**config.mk**
```make
export PLATFORM = sky130hd
export DESIGN_NAME = control_unit
export DESIGN_NICKNAME = d
export VERILOG_FILES = /design/src/rtl/control_unit.sv
export SDC_FILE = /design/constraint.sdc
export NUM_CORES = 1
export LEC_CHECK = 0
export CAP_MARGIN = 20
export CORE_MARGIN = 3
export CORE_UTILIZATION = 29
export CTS_CLUSTER_DIAMETER = 30
export DETAILED_ROUTE_END_ITERATION = 16
export HOLD_SLACK_MARGIN = 0.1
export PLACE_DENSITY = 0.8
export SETUP_SLACK_MARGIN = 0.15
export SLEW_MARGIN = 20
export SYNTH_ARGS = -nofsm -noshare
export SYNTH_HDL_FRONTEND = slang
export SYNTH_SLANG_ARGS = --single-unit
```
**constraint.sdc**
```tcl
create_clock -name Clock -period 2.2 [get_ports Clock]
set_input_delay 0.55 -clock Clock [delete_from_list [all_inputs] [get_ports Clock]]
set_output_delay 0.55 -clock Clock [all_outputs]
set_load 0.01 [all_outputs]
```
**src/rtl/control_unit.sv**
```systemverilog
// Fetch/execute sequencer for the Datapath: one state per clock, decodes IR[31:27].
// Ports: Clock/Clear (async high), IR, Stop in; Run, bus drives, load enables, gates, IncPC, Read, CONTROL out.
module control_unit (
    input  logic        Clock,
    input  logic        Clear,
    input  logic [31:0] IR,
    input  logic        Stop,
    output logic        Run,
    output logic        PC_Out,
    output logic        MDR_Out,
    output logic        ZLO_Out,
    output logic        C_Out,
    output logic        R_Out,
    output logic        BA_Out,
    output logic        PC_In,
    output logic        MDR_In,
    output logic        MAR_In,
    output logic        IR_In,
    output logic        Y_In,
    output logic        ZLO_In,
    output logic        R_In,
    output logic        G_RA,
    output logic        G_RB,
    output logic        G_RC,
    output logic        IncPC,
    output logic        Read,
    output logic [4:0]  CONTROL
);

    localparam logic [4:0] OP_ADD  = 5'b00011;
    localparam logic [4:0] OP_SUB  = 5'b00100;
    localparam logic [4:0] OP_AND  = 5'b00101;
    localparam logic [4:0] OP_OR   = 5'b00110;
    localparam logic [4:0] OP_ADDI = 5'b01011;
    localparam logic [4:0] OP_ANDI = 5'b01100;
    localparam logic [4:0] OP_ORI  = 5'b01101;
    localparam logic [4:0] OP_NOP  = 5'b11010;
    localparam logic [4:0] OP_HALT = 5'b11011;

    localparam logic [4:0] ALU_ADD = 5'b00011;
    localparam logic [4:0] ALU_SUB = 5'b00100;
    localparam logic [4:0] ALU_AND = 5'b01000;
    localparam logic [4:0] ALU_OR  = 5'b01001;

    typedef enum logic [3:0] {
        S_RESET, S_IDLE, S_T0, S_T1, S_T2,
        S_T3, S_T4, S_T5, S_HALT
    } state_t;

    state_t     state;
    logic [4:0] opc;
    logic       is_r;
    logic       is_i;
    logic [4:0] alu_code;

    assign opc = IR[31:27];

    always_comb begin
        is_r     = 1'b0;
        is_i     = 1'b0;
        alu_code = 5'b00000;
        case (opc)
            OP_ADD:  begin is_r = 1'b1; alu_code = ALU_ADD; end
            OP_SUB:  begin is_r = 1'b1; alu_code = ALU_SUB; end
            OP_AND:  begin is_r = 1'b1; alu_code = ALU_AND; end
            OP_OR:   begin is_r = 1'b1; alu_code = ALU_OR;  end
            OP_ADDI: begin is_i = 1'b1; alu_code = ALU_ADD; end
            OP_ANDI: begin is_i = 1'b1; alu_code = ALU_AND; end
            OP_ORI:  begin is_i = 1'b1; alu_code = ALU_OR;  end
            default: ;
        endcase
    end

    // Stop is only honoured at instruction boundaries.
    always_ff @(posedge Clock or posedge Clear) begin
        if (Clear) begin
            state <= S_RESET;
        end else begin
            unique case (state)
                S_RESET: state <= Stop ? S_IDLE : S_T0;
                S_IDLE:  state <= Stop ? S_IDLE : S_T0;
                S_T0:    state <= S_T1;
                S_T1:    state <= S_T2;
                S_T2:    state <= S_T3;
                S_T3: begin
                    if (is_r || is_i)
                        state <= S_T4;
                    else if (opc == OP_HALT)
                        state <= S_HALT;
                    else
                        state <= Stop ? S_IDLE : S_T0;
                end
                S_T4:    state <= S_T5;
                S_T5:    state <= Stop ? S_IDLE : S_T0;
                S_HALT:  state <= S_HALT;
                default: state <= S_RESET;
            endcase
        end
    end

    // Outputs follow the state directly, so an async Clear kills them at once.
    always_comb begin
        Run     = 1'b0;
        PC_Out  = 1'b0;
        MDR_Out = 1'b0;
        ZLO_Out = 1'b0;
        C_Out   = 1'b0;
        R_Out   = 1'b0;
        BA_Out  = 1'b0;
        PC_In   = 1'b0;
        MDR_In  = 1'b0;
        MAR_In  = 1'b0;
        IR_In   = 1'b0;
        Y_In    = 1'b0;
        ZLO_In  = 1'b0;
        R_In    = 1'b0;
        G_RA    = 1'b0;
        G_RB    = 1'b0;
        G_RC    = 1'b0;
        IncPC   = 1'b0;
        Read    = 1'b0;
        CONTROL = 5'b00000;
        case (state)
            S_T0: begin
                Run    = 1'b1;
                PC_Out = 1'b1;
                MAR_In = 1'b1;
                IncPC  = 1'b1;
            end
            S_T1: begin
                Run    = 1'b1;
                Read   = 1'b1;
                MDR_In = 1'b1;
            end
            S_T2: begin
                Run     = 1'b1;
                MDR_Out = 1'b1;
                IR_In   = 1'b1;
            end
            S_T3: begin
                Run = 1'b1;
                if (is_r || is_i) begin
                    G_RB   = 1'b1;
                    Y_In   = 1'b1;
                    R_Out  = is_r;
                    BA_Out = is_i;
                end
            end
            S_T4: begin
                Run = 1'b1;
                if (is_r || is_i) begin
                    ZLO_In  = 1'b1;
                    CONTROL = alu_code;
                    G_RC    = is_r;
                    R_Out   = is_r;
                    C_Out   = is_i;
                end
            end
            S_T5: begin
                Run     = 1'b1;
                ZLO_Out = 1'b1;
                G_RA    = 1'b1;
                R_In    = 1'b1;
            end
            default: ;
        endcase
    end

endmodule

```
==> qor.csv <==
metric;value;unit
finalSetupViolations;0;
fin_skew;1.968;ps
cts-buffers-inserted;3;
rr_startpoint;state[3];
r2r_slack;640;ps
drc_errors;0;
power_density;921.3;nW/um^2
slew_viol_final;0;
clock_sinks;4;
syn_area_per_cell;7.507;um^2
power_leakage;0.4732;nW
hold_buffers;0;
hold_class;input port to asynchronous set/reset pin;
insertion_delay;230;ps
synthMuxAreaShare;0;%
use_met1;14.66;%
drive_gt1_share;51.72;%
synth_cell_types;38;
clock-root-buffer;clkbuf_4;
ios;59;
arrival;1550;ps
gp_congestion;0.7732;
final_cell_mix;15 x buf_4, 11 x buf_2, 10 x dlygate4sd2_1;
vias;727;
synth_top_family_by_area;simple AND/OR/NAND/NOR gates;
dieArea;2623;um^2
ys_ff_latch;4;
gr-usage-met3;3.499;%
finalHoldViolations;0;
drt-pass1-iter-count;4;
critPathLaunchType;input port;
grt_util_met2;30.90;%
rows;15;
cts.clk_slew.worst_paths;40;ps
antenna_found_initial;0;
synth-xor-area-share;1.477;%
drt_iter0_drc;7;
placeableCoreArea;1821;um^2
maxCapViolCount;0;
layout_min_cycle_time;2098;ps
synth_cells;79;
synth.cell_area;593.1;um^2
hpwl;1442;um
grt_overflow_total;0;
diodes;0;
grt_busiest_layer;met2;
layout_commonest_cell;buf_4;
synthSimpleGateAreaFrac;40.08;%
final_cell_count_no_fill;141;
port_buffers;29;
vias_per_cell;5.156;
finalSetupTns;0;ps
top_regs;state: 4 flops;
fin_util;55.67;%
yosys_most_used_dff;dfrtp_1;
yosysWarnings;0;
clk_path_buf_depth;2;
largest_register_ffs;4;
r2r_end;state[1];
placedCellCount;136;
cts_tree;built;
worst-path-max-fanout;2;
max_freq;476.6;MHz
chipWidth;51.22;um
wl_per_cell;13.97;um
regMostFlops;state;
fin_crit_sh;95.37;%
rsz0062_at_grt;yes;
grt_first_pass_wirelength;3118;um
grt_max_degree;12;
grt_pass1_vias;754;
async_flop_share;100.0;%
status;finished, final reports clean;
rr_worst_depth;6;
grt_usage;15.37;%
synth_adder_area_share;0;%
worstSetupPathType;input port to primary output;
vdd_drop_max;0.0003801;V
die-height;51.22;um
final_antenna_net_count;0;
crit_required;1650;ps
setup.worst_path.end_class;primary output;
synth_edf_count;0;
fin_nets;153;
area_growth;70.89;%
synth-compound-area-share;23.21;%
totalWireLength;1970;um
htree_num_levels;1;
start_util;32.58;%
synth_seq_area_share;16.88;%
-- Yosys cell counts, drive strengths merged (2+ instances only) --
master / count / area, um^2
a2bb2oi: 2 / 17.52
nand3: 2 / 10.01
nand3b: 2 / 15.01
o21ai: 4 / 20.02
clkbuf: 2 / 7.510
nor3: 5 / 25.02
nand2b: 2 / 12.51
nor2: 12 / 45.04
and3b: 2 / 18.77
nor3b: 2 / 15.01
dfrtp: 4 / 100.1
nand2: 2 / 7.510
a21oi: 3 / 18.77
buf: 14 / 93.83
nor2b: 2 / 12.51
-- layout make-up --
class                      instances  area [um^2]
clock buffer                       3        22.52
fill                             190        807.0
inverter                           1        3.754
multi-input combinational         59        462.9
sequential                         4        101.3
tap                               25        31.28
timing repair buffer              49        391.6
-- layer usage --
| metal | share of wire (%) | up-vias |
|---|---|---|
| li1 | - | 351 |
| met1 | 38 | 347 |
| met2 | 55 | 27 |
| met3 | 5.4 | 2 |
| met4 | 0.86 | 0 |
| met5 | 0 | - |
-- cell families after synthesis --
| logic type | count (synthesis) |
|---|---|
| compound gates | 18 |
| xor+xnor | 1 |
| buf+inv | 17 |
| flops | 4 |
| other cells | 1 |
| simple gates | 38 |
-- power breakdown --
group / switching (mW) / leakage [nW] / internal [mW]
registers: 0.0349 / 0.0477 / 0.107
logic: 0.350 / 0.412 / 0.353
clock network: 0.0279 / 0.0138 / 0.0609
-- per-stage QoR --
stage	worst slack, ps	instance area, um^2	total power, mW	hold WS [ps]
4_1_cts	6.462	994.7	0.9162	506.3
3_3_place_gp	-699.7	959.7	0.8241	584.5
6_report	101.8	1013	0.9338	506.5
3_5_place_dp	-722.5	959.7	0.8438	605.6
5_1_grt	77.13	1013	1.008	517.5
2_1_floorplan	128.6	604.3	0.5681	316.1
-- repair_timing --
action | in CTS | in global routing
pin swaps | 3 | 3
setup buffers | 2 | 0
cloned | 0 | 0
setup endpoints to repair | 22 | 13
gates resized for setup | 91 | 13
-- critical path: stages --
cell     delay (ps)
buf_6            90
o211a_1         230
or4_4           440
nor2_4          120
buf_6           110
-- how the worst max path moves through the flow --
stage | depth (start not counted) | start | slack (ps) | endpoint
after floorplan | 4 | IR[31] | 130 | Y_In
after global placement | 5 | IR[27] | -700 | G_RB
after detailed placement | 5 | IR[27] | -720 | Y_In
after CTS | 5 | IR[30] | 6 | Y_In
after global routing | 5 | IR[30] | 80 | Y_In
final | 5 | IR[30] | 100 | Y_In
Note: power is estimated with default switching activity, not from simulation.
